[src/rtl/slow_clk_meter.sv]
// Measures the period of a slow, asynchronous clock in reference ticks and
// decodes which power-of-two prog mode it corresponds to, with lock and timeout flags.
`timescale 1ns/1ps
module slow_clk_meter #(
  parameter int TICK_CYC   = 1_000_000,
  parameter int BASE_TICKS = 10,
  parameter int MAX_TICKS  = 4000
) (
  input  logic        clk,
  input  logic        rst,
  input  logic        clk_in,
  input  logic [2:0]  prog_exp,
  output logic [11:0] period,
  output logic [2:0]  mode_det,
  output logic        meas_valid,
  output logic        locked,
  output logic        mismatch,
  output logic        timeout,
  output logic        dbg_state
);
  localparam int            PW         = (TICK_CYC > 1) ? $clog2(TICK_CYC) : 1;
  localparam logic [PW-1:0] PRESC_LAST = PW'(TICK_CYC - 1);
  localparam logic [11:0]   CNT_MAX    = 12'(MAX_TICKS);

  typedef enum logic {IDLE = 1'b0, MEASURE = 1'b1} state_e;

  state_e        state_q, state_d;
  logic          sync0_q, sync1_q, sync2_q;
  logic          rise, tick;
  logic [PW-1:0] presc_q, presc_d;
  logic [11:0]   cnt_q, cnt_d, period_new;
  logic [11:0]   period_q;
  logic [2:0]    mode_q, hist_mode_q;
  logic          valid_q, locked_q, mismatch_q, timeout_q, hist_ok_q;
  logic          do_meas, do_timeout, dec_ok;
  logic [2:0]    dec_mode;

  // Returns {ok, k}: ok when the period is within one tick of BASE_TICKS<<k.
  function automatic logic [3:0] decode(input logic [11:0] p);
    logic [3:0] r;
    int         diff;
    r = 4'b0;
    for (int k = 0; k < 8; k++) begin
      diff = int'(p) - (BASE_TICKS << k);
      if (diff >= -1 && diff <= 1) r = {1'b1, 3'(k)};
    end
    return r;
  endfunction

  assign rise       = sync1_q & ~sync2_q;
  assign tick       = (presc_q == PRESC_LAST);
  // A tick landing in the same cycle as the closing edge still belongs to this period.
  assign period_new = cnt_q + {11'd0, tick};
  assign {dec_ok, dec_mode} = decode(period_new);

  always_comb begin
    state_d    = state_q;
    do_meas    = 1'b0;
    do_timeout = 1'b0;
    presc_d    = (rise || tick) ? '0 : presc_q + PW'(1);
    cnt_d      = cnt_q;
    case (state_q)
      IDLE: begin
        cnt_d = '0;
        if (rise) state_d = MEASURE;
      end
      MEASURE: begin
        if (rise) begin
          do_meas = 1'b1;
          cnt_d   = '0;
        end else if (cnt_q == CNT_MAX) begin
          do_timeout = 1'b1;
          cnt_d      = '0;
          state_d    = IDLE;
        end else if (tick) begin
          cnt_d = cnt_q + 12'd1;
        end
      end
      default: state_d = IDLE;
    endcase
  end

  always_ff @(posedge clk) begin
    if (!rst) begin
      state_q     <= IDLE;
      sync0_q     <= 1'b0;
      sync1_q     <= 1'b0;
      sync2_q     <= 1'b0;
      presc_q     <= '0;
      cnt_q       <= '0;
      period_q    <= '0;
      mode_q      <= '0;
      valid_q     <= 1'b0;
      locked_q    <= 1'b0;
      mismatch_q  <= 1'b0;
      timeout_q   <= 1'b0;
      hist_ok_q   <= 1'b0;
      hist_mode_q <= '0;
    end else begin
      sync0_q <= clk_in;
      sync1_q <= sync0_q;
      sync2_q <= sync1_q;
      state_q <= state_d;
      presc_q <= presc_d;
      cnt_q   <= cnt_d;
      valid_q <= do_meas;
      if (state_q == IDLE) hist_ok_q <= 1'b0;
      if (do_meas) begin
        period_q   <= period_new;
        timeout_q  <= 1'b0;
        mismatch_q <= !dec_ok || (dec_mode != prog_exp);
        if (dec_ok) begin
          mode_q      <= dec_mode;
          locked_q    <= hist_ok_q && (hist_mode_q == dec_mode);
          hist_ok_q   <= 1'b1;
          hist_mode_q <= dec_mode;
        end else begin
          locked_q  <= 1'b0;
          hist_ok_q <= 1'b0;
        end
      end
      if (do_timeout) begin
        timeout_q  <= 1'b1;
        locked_q   <= 1'b0;
        mismatch_q <= 1'b1;
        hist_ok_q  <= 1'b0;
      end
    end
  end

  assign period     = period_q;
  assign mode_det   = mode_q;
  assign meas_valid = valid_q;
  assign locked     = locked_q;
  assign mismatch   = mismatch_q;
  assign timeout    = timeout_q;
  assign dbg_state  = state_q;
endmodule

[config.mk]
export PLATFORM = sky130hd
export DESIGN_NAME = slow_clk_meter
export DESIGN_NICKNAME = d
export VERILOG_FILES = /design/src/rtl/slow_clk_meter.sv
export SDC_FILE = /design/constraint.sdc
export NUM_CORES = 1
export LEC_CHECK = 0
export ABC_AREA = 1
export BUFFER_PORTS_ARGS = -buffer_cell sky130_fd_sc_hd__buf_4
export CORE_ASPECT_RATIO = 1.4
export CORE_MARGIN = 4
export CORE_UTILIZATION = 40
export CTS_CLUSTER_DIAMETER = 100
export CTS_CLUSTER_SIZE = 24
export DETAILED_ROUTE_END_ITERATION = 12
export PLACE_DENSITY = 0.64
export SYNTH_ARGS = -nofsm -noshare
export SYNTH_HDL_FRONTEND = slang
export SYNTH_SLANG_ARGS = --single-unit
[constraint.sdc]
create_clock -name clk -period 4.8 [get_ports clk]
set_input_delay 0.96 -clock clk [delete_from_list [all_inputs] [get_ports clk]]
set_output_delay 0.96 -clock clk [all_outputs]
set_load 0.1 [all_outputs]
# Yosys cells after proc, flatten, opt, wreduce, memory -nomap -nowiden
# Cells that the tools add are included.
# classes
order_cmp	16
n_eq_ne	6
n_addsub	11
reduce_logical	16
bitwise_logic	4
mux	28
# op_table
op	count
13-bit by 1-bit >= comparator with 1-bit output (second input constant)	8
13-bit by 2-bit <= comparator with 1-bit output (second input constant)	8
12-bit 2-to-1 mux	3
4-bit 2-to-1 mux	8
12-bit case mux with 2 select lines	1
20-bit by 1-bit adder with 20-bit output (second input constant)	1
20-bit equality test (second input constant)	1
1-bit 2-to-1 mux	15
12-bit by 10-bit subtractor with 13-bit output (second input constant)	1
12-bit by 11-bit subtractor with 13-bit output (second input constant)	1
12-bit by 4-bit subtractor with 13-bit output (second input constant)	1
12-bit by 5-bit subtractor with 13-bit output (second input constant)	1
12-bit by 6-bit subtractor with 13-bit output (second input constant)	1
12-bit by 7-bit subtractor with 13-bit output (second input constant)	1
12-bit by 8-bit subtractor with 13-bit output (second input constant)	1
12-bit by 9-bit subtractor with 13-bit output (second input constant)	1
12-bit by 1-bit adder with 12-bit output	1
12-bit by 1-bit adder with 12-bit output (second input constant)	1
12-bit equality test (second input constant)	1
1-bit logical AND	9
4-bit by 1-bit inequality test with 1-bit output (second input constant)	1
2-bit OR reduction	2
3-bit equality test	1
3-bit inequality test	1
other kinds (8)	11
# word_totals
regBits	56
output_inout_bits	20
input_bits	6
wordCells	94

# Logic depth before layout (Yosys ltp)
# Gate-level depths: netlist (run 1).
# logic_depth
ltp_word	17
depth_mapped	37

# Least setup slack after synthesis (run 1)
# No wires, ideal clock.
# synth_path
path_type	register -> register
startpoint	register presc_q[0]
endpoint	register mismatch_q (netlist: mismatch)
setup_ns	0.109
path_slack_ns	0.533
arrival_ns	4.158
path_stages_with_launch	34
path_buffers	0
cell_sequence	dfxtp_1 ha_1 nand2_1 nor3_1 inv_1 nor2_1 nand3_1 inv_1 ha_1 ha_1 nand3_1 nand2_1 nand2_1 ha_1 nand2_1 nand2_1 nor2_1 nand3_1 nor2_1 nand2_1 nand2_1 nand3_1 nor2_1 nand2_1 nand2_1 nor2_1 nand2_1 nor2_1 nor2_2 nand2_1 nor2_1 nand3_1 nand2_1 inv_1
# synth_via
elab_chain_cells	17
# synth_rtl
item	line	source
from (decl)	30	logic [PW-1:0] presc_q, presc_d;
from (signal assigned)	104	presc_q <= presc_d;
20-bit equality test (*)	51	assign tick = (presc_q == PRESC_LAST);
12-bit by 1-bit adder with 12-bit output (*)	53	assign period_new = cnt_q + {11'd0, tick};
12-bit by 4-bit subtractor with 13-bit output	44	diff = int'(p) - (BASE_TICKS << k);
13-bit by 1-bit >= comparator with 1-bit output / 13-bit by 2-bit <= comparator with 1-bit output (equally long branches)	45	if (diff >= -1 && diff <= 1) r = {1'b1, 3'(k)};
1-bit logical AND	45	
4-bit 2-to-1 mux (7 in series)	45	
4-bit 2-to-1 mux (*)	45	
branches (longest 1 deep; another with 3-bit inequality test)	n/a	
1-bit logical OR (*)	111	mismatch_q <= !dec_ok || (dec_mode != prog_exp);
1-bit 2-to-1 mux (*)	108	if (do_meas) begin
1-bit 2-to-1 mux (*)	122	if (do_timeout) begin
to (signal assigned)	111	
to (decl)	34	logic valid_q, locked_q, mismatch_q, timeout_q, hist_ok_q;
# Every way passes the cells marked *. The select of a mux whose other input is x is not followed.
# A chain may end at the register's enable or synchronous reset.

# Worst setup path in the final report (run 1)
# layout_path
startpoint	register presc_q[0]
endpoint	register hist_mode_q[2]
# layout_via
elab_chain_cells	14
# layout_rtl
item	line	source
20-bit equality test (*)	51	
12-bit by 1-bit adder with 12-bit output (*)	53	
via period_new[4]	31	logic [11:0] cnt_q, cnt_d, period_new;
12-bit by 4-bit subtractor with 13-bit output	44	
13-bit by 1-bit >= comparator with 1-bit output / 13-bit by 2-bit <= comparator with 1-bit output (equally long branches)	45	
1-bit logical AND	45	
4-bit 2-to-1 mux (7 in series)	45	
4-bit 2-to-1 mux (*)	45	
2-bit AND reduction (no source line)	n/a	
to (signal assigned)	116	hist_mode_q <= dec_mode;
to (decl)	33	logic [2:0] mode_q, hist_mode_q;
# Mark *: on every way through the listed nets, which the timed path passes. The rest lies on a longest branch.

==> impl_metrics.csv, run 1 <==
group,metric,value,unit
outcome,status,"complete, no violations",
timing,finalHoldViolCount,0,
power_and_ir_drop,power_frac_comb,4.8,%
die,core,13400,sq um
layout,stdcell_area,6060,sq um
cts,cts_buffers,5,
timing,maxSlewViolCount,0,
logic_synthesis,synth_top_family_by_area,"simple AND/OR/NAND/NOR gates",
cts,cts.sinks,56,
power_and_ir_drop,switching_share,21.8,%
setup_path,critPathBufInv,5,
logic_synthesis,synthMuxAreaShare,0,%
logic_synthesis,synthXorXnorAreaFrac,0.962,%
power_and_ir_drop,power_frac_seq,53.6,%
die,die-height,146,um
die,fp.dieW,107,um
placed_design,gp_congestion,0.907,
route,drt-total-wl,15900,um
setup_path,path_class,"register to register",
cts,path_clk_slew,0.07,ns
setup_path,crit_path_frequent_cell,"nand2_1",
placed_design,dp_hpwl,12500,um
global_route,grt-ovfl-total,0,
global_route,grt_pass1_vias,5605,
power_and_ir_drop,internal_power,689,uW
power_and_ir_drop,switching_power,192,uW
cts,cts_tree,"yes",
logic_synthesis,avgSynthCellArea,5.76,sq um
power_and_ir_drop,power_density,145,nW/um^2
setup_path,cp.required,4.98,ns
die,num_rows,50,
route,route.detailed.drc,0,
power_and_ir_drop,irDropWorstVdd,0.288,mV
timing,rsz0062_at_grt,"no",
route,ant_nets,0,
timing,tightest_slew,0.595,ns
logic_synthesis,yosys.area_share.simple,50.4,%
logic_synthesis,yosys.area_share.adder,9.16,%
die,die-area,15600,sq um
route,detail_route.wl_per_cell,13.7,um
route,wl_met1,6680,um
timing,finalSetupViolCount,0,
layout,area_growth,11.0,%
timing,fin_setup_tns,0,ns
cts,cts_root_buf,"clkbuf_16",
timing,post-route-min-period,4.32,ns
layout,instances_no_fill,1159,
setup_path,critPathMaxFanout,8,
layout,final_common_cell,"nand2_1",
logic_synthesis,synth_cell_types,40,
global_route,grt_pass1_wl,26400,um
layout,fin_util,45.3,%
flow_run,max-cap-violations,0,
global_route,antenna_found_initial,0,
route,met3_length,417,um
power_and_ir_drop,p_clk_share,41.6,%
setup_path,path_delay_family,"simple AND/OR/NAND/NOR gates",
logic_synthesis,ys_seq_area_share,20.5,%
logic_synthesis,syn-cell-area,5460,sq um
hold_path,hold_path_class,"register to register",
setup_path,start_kind,"register",
route,dr.pass1.iters,5,
layout,nets,1022,
layout,drive_above_1_share,11.6,%
route,num_vias,5780,
timing,fin_crit_sh,90.0,%
route,via_per_inst,4.99,
power_and_ir_drop,power,881,uW
layout,final_cell_mix,"348 x nand2_1, 111 x nor2_1, 102 x inv_1",
timing,fmax,232,MHz
power_and_ir_drop,leakagePower,3.10,nW
route,drtIter0Drc,326,
setup_path,crit_arrival,4.50,ns
placed_design,port_buffers,25,
die,ios,26,
setup_path,end_kind,"register",
global_route,grt_usage,20.5,%
logic_synthesis,synth-compound-area-share,8.13,%
route,wl_met2,8330,um
cts,cts_buffer_depth,2,
die,start_util,40.8,%
logic_synthesis,netlist_instances,948,
placed_design,placed_area,5840,sq um
route,topRoutingLayerUsed,"met4",
timing,setup_ws,0.481,ns
logic_synthesis,syn_nets,994,
layout,antenna_cells,0,
timing,clock-skew-final,0.00833,ns
timing,max_slew_margin,60.2,%
setup_path,max_stage_delay,0.35,ns
placed_design,placed_cells,1149,
global_route,grt_max_degree,25,
cts,cts_max_level,2,
timing,fin_hold_ws,0.426,ns
cts,worstSkewPairLatency,0.29,ns
setup_path,crit_path_top_delay_cell,"dfxtp_1",
placed_design,place_ws,0.133,ns
logic_synthesis,synth_warnings,0,
logic_synthesis,synth.ff_latch_count,56,
## registers in the layout, indices dropped and copies added (netlist names)
signal / count
presc_q: 20
cnt_q: 12
period: 12
hist_mode_q: 3
dbg_state: 1
hist_ok_q: 1
locked: 1
meas_valid: 1
mismatch: 1
sync0_q: 1
sync1_q: 1
sync2_q: 1
timeout: 1
## logic make-up after synthesis
| group | after synthesis |
|---|---|
| flops | 56 |
| compound gates | 78 |
| fa+ha+maj | 40 |
| xor+xnor | 6 |
| simple gates | 631 |
| buf+inv | 137 |
## power groups by stage
stage               sequential (mW)  combinational [mW]  clock [mW]
detailed placement            0.483              0.0432           0
floorplan                     0.496              0.0173           0
global placement              0.483              0.0428           0
global route                  0.472              0.0467       0.392
finish                        0.472              0.0425       0.367
CTS                           0.472              0.0433       0.377
## Yosys cell counts, drive strengths merged
cell,instances,share of area [%]
a211oi,3,0.41
a21boi,2,0.27
a21oi,37,3.4
a31oi,1,0.11
and3,1,0.11
buf,18,2.6
clkbuf,5,0.34
clkinv,2,0.14
dfxtp,56,21
ha,40,9.2
inv,112,7.7
nand2,367,26
nand3,102,9.8
nand4,13,1.7
nor2,128,10
nor3,13,1.3
nor3b,3,0.41
nor4,3,0.34
o211ai,10,1.4
o21a,1,0.14
o21ai,20,1.8
o21bai,3,0.48
o22ai,1,0.11
or2,1,0.11
xnor2,2,0.32
xor2,4,0.64
## per-layer routing
layer  GRT usage [%]  vias to the layer above
li1                -                     3047
met1            23.7                     2597
met2            39.1                      106
met3            1.37                       30
met4            6.72                        0
met5               0                        -
## layout make-up
cell class / instances / area [sq um]
multi-input cells: 755 / 3810
well taps: 182 / 228
fillers: 1550 / 7320
clock buffers: 8 / 146
flip-flops and latches: 56 / 1120
repair buffers: 44 / 330
inverters: 114 / 430
## what timing repair did
action / in CTS / in global routing
setup endpoints to repair: 0 / 6
buffers inserted: 0 / 2
gates resized for setup: 0 / 18
hold buffers: 0 / 0
## worst paths after layout
kind	from	to	slack (ns)	depth (start not counted)
setup / recovery	presc_q[0]	hist_mode_q[2]	0.48	32
hold reg to reg	sync1_q	sync2_q	0.43	2
hold / removal	sync1_q	sync2_q	0.43	2
setup reg to reg	presc_q[0]	hist_mode_q[2]	0.48	32
## worst reg2reg max path, delay by kind of cell, from the launching register on
| kind | cells | cell delay (ns) |
|---|---|---|
| AND/OR/NAND/NOR | 22 | 2.33 |
| adder cells (fa/ha/maj) | 4 | 0.80 |
| buffers and inverters | 5 | 0.61 |
| flip-flops | 1 | 0.35 |
| AO/OA/AOI/OAI | 1 | 0.11 |
(Power assumes the default switching activity.)
==> inputs of run 2 (changes only) <==
Settings changed: ABC_AREA 1 to unset.
==> run 2 against run 1 <==
Net effect:
- clock power increased by 5%
- cell count decreased by 24%
- via count fell by 9.0%
- synthesized cell count is 34% lower
- non-clock buffer count up 78
- sequential share of layout area shrank 1.1 points
- first-iteration DRC count is 14% higher
- wire length rose by 8.8%
- maximum frequency is 7.5% lower
- flip-flop and latch count is the same
- critical path type unchanged
- critical endpoint is now hist_mode_q[0]
==> impl_metrics.csv, run 2 <==
group,metric,value,unit
setup_path,cp.required,5.05,ns
timing,post-route-min-period,4.67,ns
layout,area_growth,30.6,%
timing,fmax,214,MHz
timing,finalHoldViolCount,0,
cts,cts_buffer_depth,2,
hold_path,whs_path_depth,1,
die,fp.dieW,102,um
layout,nets,776,
setup_path,reg2reg_to,"hist_mode_q[0]",
timing,finalSetupViolCount,0,
cts,cts_tree,"yes",
setup_path,crit_arrival,4.91,ns
timing,fin_setup_tns,0,ns
logic_synthesis,yosys.area_share.adder,10.1,%
logic_synthesis,synth_area_leader_cell,"dfxtp_1",
flow_run,max-cap-violations,0,
layout,largest_register,"presc_q",
layout,antenna_cells,0,
logic_synthesis,syn_nets,676,
power_and_ir_drop,irDropWorstVdd,0.197,mV
global_route,grt_max_degree,30,
route,num_vias,5257,
logic_synthesis,synthXorXnorAreaFrac,8.14,%
route,drtIter0Drc,371,
timing,clock-skew-final,0.00823,ns
setup_path,path_class,"register to register",
die,die-area,14200,sq um
logic_synthesis,synth-compound-area-share,22.6,%
logic_synthesis,syn-cell-area,4940,sq um
global_route,grt_pass1_wl,26500,um
logic_synthesis,synth.ff_latch_count,56,
layout,final_common_cell,"buf_4",
setup_path,reg2reg_from,"presc_q[1]",
logic_synthesis,yosys.area_share.simple,30.8,%
layout,drive_above_1_share,28.5,%
setup_path,reg2reg_slack,0.13,ns
global_route,grt_usage,23.8,%
logic_synthesis,async_reset_ff_share,0,%
cts,cts_max_level,2,
hold_path,hold_path_class,"register to register",
power_and_ir_drop,leakagePower,2.61,nW
die,die-height,139,um
cts,postCtsHoldBufs,0,
cts,cts_root_buf,"clkbuf_16",
cts,worstSkewPairLatency,0.30,ns
timing,fin_hold_ws,0.447,ns
setup_path,end_kind,"register",
placed_design,gp_congestion,1.05,
hold_path,whs_endpoint,"sync1_q",
logic_synthesis,synth_edf_count,0,
placed_design,port_buffers,25,
logic_synthesis,synth_top_area_share,22.7,%
hold_path,min_from,"sync0_q",
cts,path_clk_slew,0.08,ns
logic_synthesis,synth_commonest_cells,"62 x nand2_1, 56 x dfxtp_1, 54 x nor2_1",
setup_path,start_kind,"register",
logic_synthesis,avgSynthCellArea,7.83,sq um
placed_design,dp_hpwl,13500,um
die,start_util,41.3,%
route,dr.pass1.iters,5,
cts,cts_buffers,5,
logic_synthesis,synthMuxAreaShare,0.837,%
die,num_rows,47,
route,drt-total-wl,17300,um
global_route,grt-ovfl-total,0,
logic_synthesis,ys_seq_area_share,22.7,%
layout,largest_register_ffs,20,
logic_synthesis,synth_cell_types,83,
route,via_per_inst,5.99,
die,core,11900,sq um
global_route,antenna_found_initial,0,
logic_synthesis,netlist_instances,630,
layout,fillCellCount,1146,
setup_path,critPathLaunch,"presc_q[1]",
setup_path,critPathMaxFanout,5,
die,ios,26,
route,route.detailed.drc,0,
logic_synthesis,synth_warnings,0,
logic_synthesis,synthMostInstantiatedCell,"nand2_1",
timing,max_slew_margin,21.5,%
power_and_ir_drop,power_density,139,nW/um^2
outcome,status,"complete, no violations",
cts,cts.sinks,56,
timing,tightest_slew,1.18,ns
setup_path,ff2ff_path_depth,21,
global_route,grt_pass1_vias,5054,
logic_synthesis,ys_top_cells_by_area,"dfxtp_1 23%, ha_1 10%, xnor2_1 5.5%",
logic_synthesis,synth_top_family_by_area,"simple AND/OR/NAND/NOR gates",
layout,final_cell_mix,"117 x buf_4, 62 x nand2_1, 55 x dfxtp_1",
timing,maxSlewViolCount,0,
timing,fin_crit_sh,97.3,%
route,detail_route.wl_per_cell,19.7,um
logic_synthesis,synth_flop_cell,"dfxtp_1",
route,ant_nets,0,
## run 2: cell count changes after synthesis, sizes merged, moves of 17 or more
cell | before | now
nor2 | 128 | 57
xnor2 | 2 | 32
nand3 | 102 | 26
nand2 | 367 | 62
a21oi | 37 | 20
inv | 112 | 25
## run 2: cell families (layout without fill, tap and decap cells)
group	count (synthesis)	after routing
multiplexers	4	4
AO/OA/AOI/OAI	151	151
adder cells (fa/ha/maj)	40	40
flip-flops	56	56
XOR/XNOR	45	46
AND/OR/NAND/NOR	277	278
buffers and inverters	57	156
## run 2: worst max path at each step
stage / end / cells past startpoint
floorplan: hist_mode_q[0] / 23
global placement: locked / 21
detailed placement: mismatch / 20
CTS: hist_mode_q[0] / 20
global route: mismatch / 22
finish: hist_mode_q[0] / 21
## run 2: through the flow
step | area, sq um | power (mW) | setup WS, ns | util, % | cells
2_1_floorplan | 5040 | 0.510 | 0.00209 | - | 630
4_1_cts | 6150 | 0.912 | 0.00553 | 51.5 | 865
5_1_grt | 6450 | 0.935 | -0.0616 | 54.0 | 878
3_5_place_dp | 5940 | 0.524 | -0.0754 | 49.8 | 856
3_3_place_gp | 5940 | 0.523 | -0.0598 | 49.8 | 856
6_report | 6450 | 0.899 | 0.131 | 54.0 | 878
## run 2: layer usage
layer  global-route usage (%)  wire (um)  vias up
met5                        0          0        -
met4                     14.6       1290        0
met3                     3.66        844       70
met2                     39.7       8500      168
met1                     28.0       6630     2483
li1                         -          -     2536
## run 2: cell type report
cell class / instances / area [sq um] / share of cell area (%)
clock inverter: 3 / 28.8 / 0.446
clock buffer: 5 / 125 / 1.94
inverter: 26 / 105 / 1.63
multi-input combinational: 519 / 3910 / 60.7
tap: 147 / 184 / 2.85
sequential: 56 / 1120 / 17.4
timing repair buffer: 122 / 970 / 15.0
## run 2: where the power goes
part,internal (mW),switching [mW]
combinational,0.0135,0.0277
clock,0.201,0.184
sequential,0.469,0.00304
## run 2: critical path: stages (launching register included)
cell     delay [ns]
dfxtp_2        0.33
ha_1           0.18
and3_1         0.16
and3_4         0.18
and4_4         0.15
ha_4           0.18
ha_4           0.18
buf_12         0.12
xnor2_2        0.15
buf_4          0.20
ha_1           0.18
a21bo_2        0.23
nand2_1        0.06
a32oi_1        0.36
nor3_1         0.09
o21ai_0        0.08
and4b_1        0.23
or3_4          0.41
or4_4          0.60
o21ai_4        0.19
mux2i_1        0.20
and2_1         0.14
## run 2: timing repair
action	CTS	global route
pin swaps	1	14
cloned	1	1
gates resized for setup	9	39
buffers inserted	0	12
setup endpoints to repair	3	6
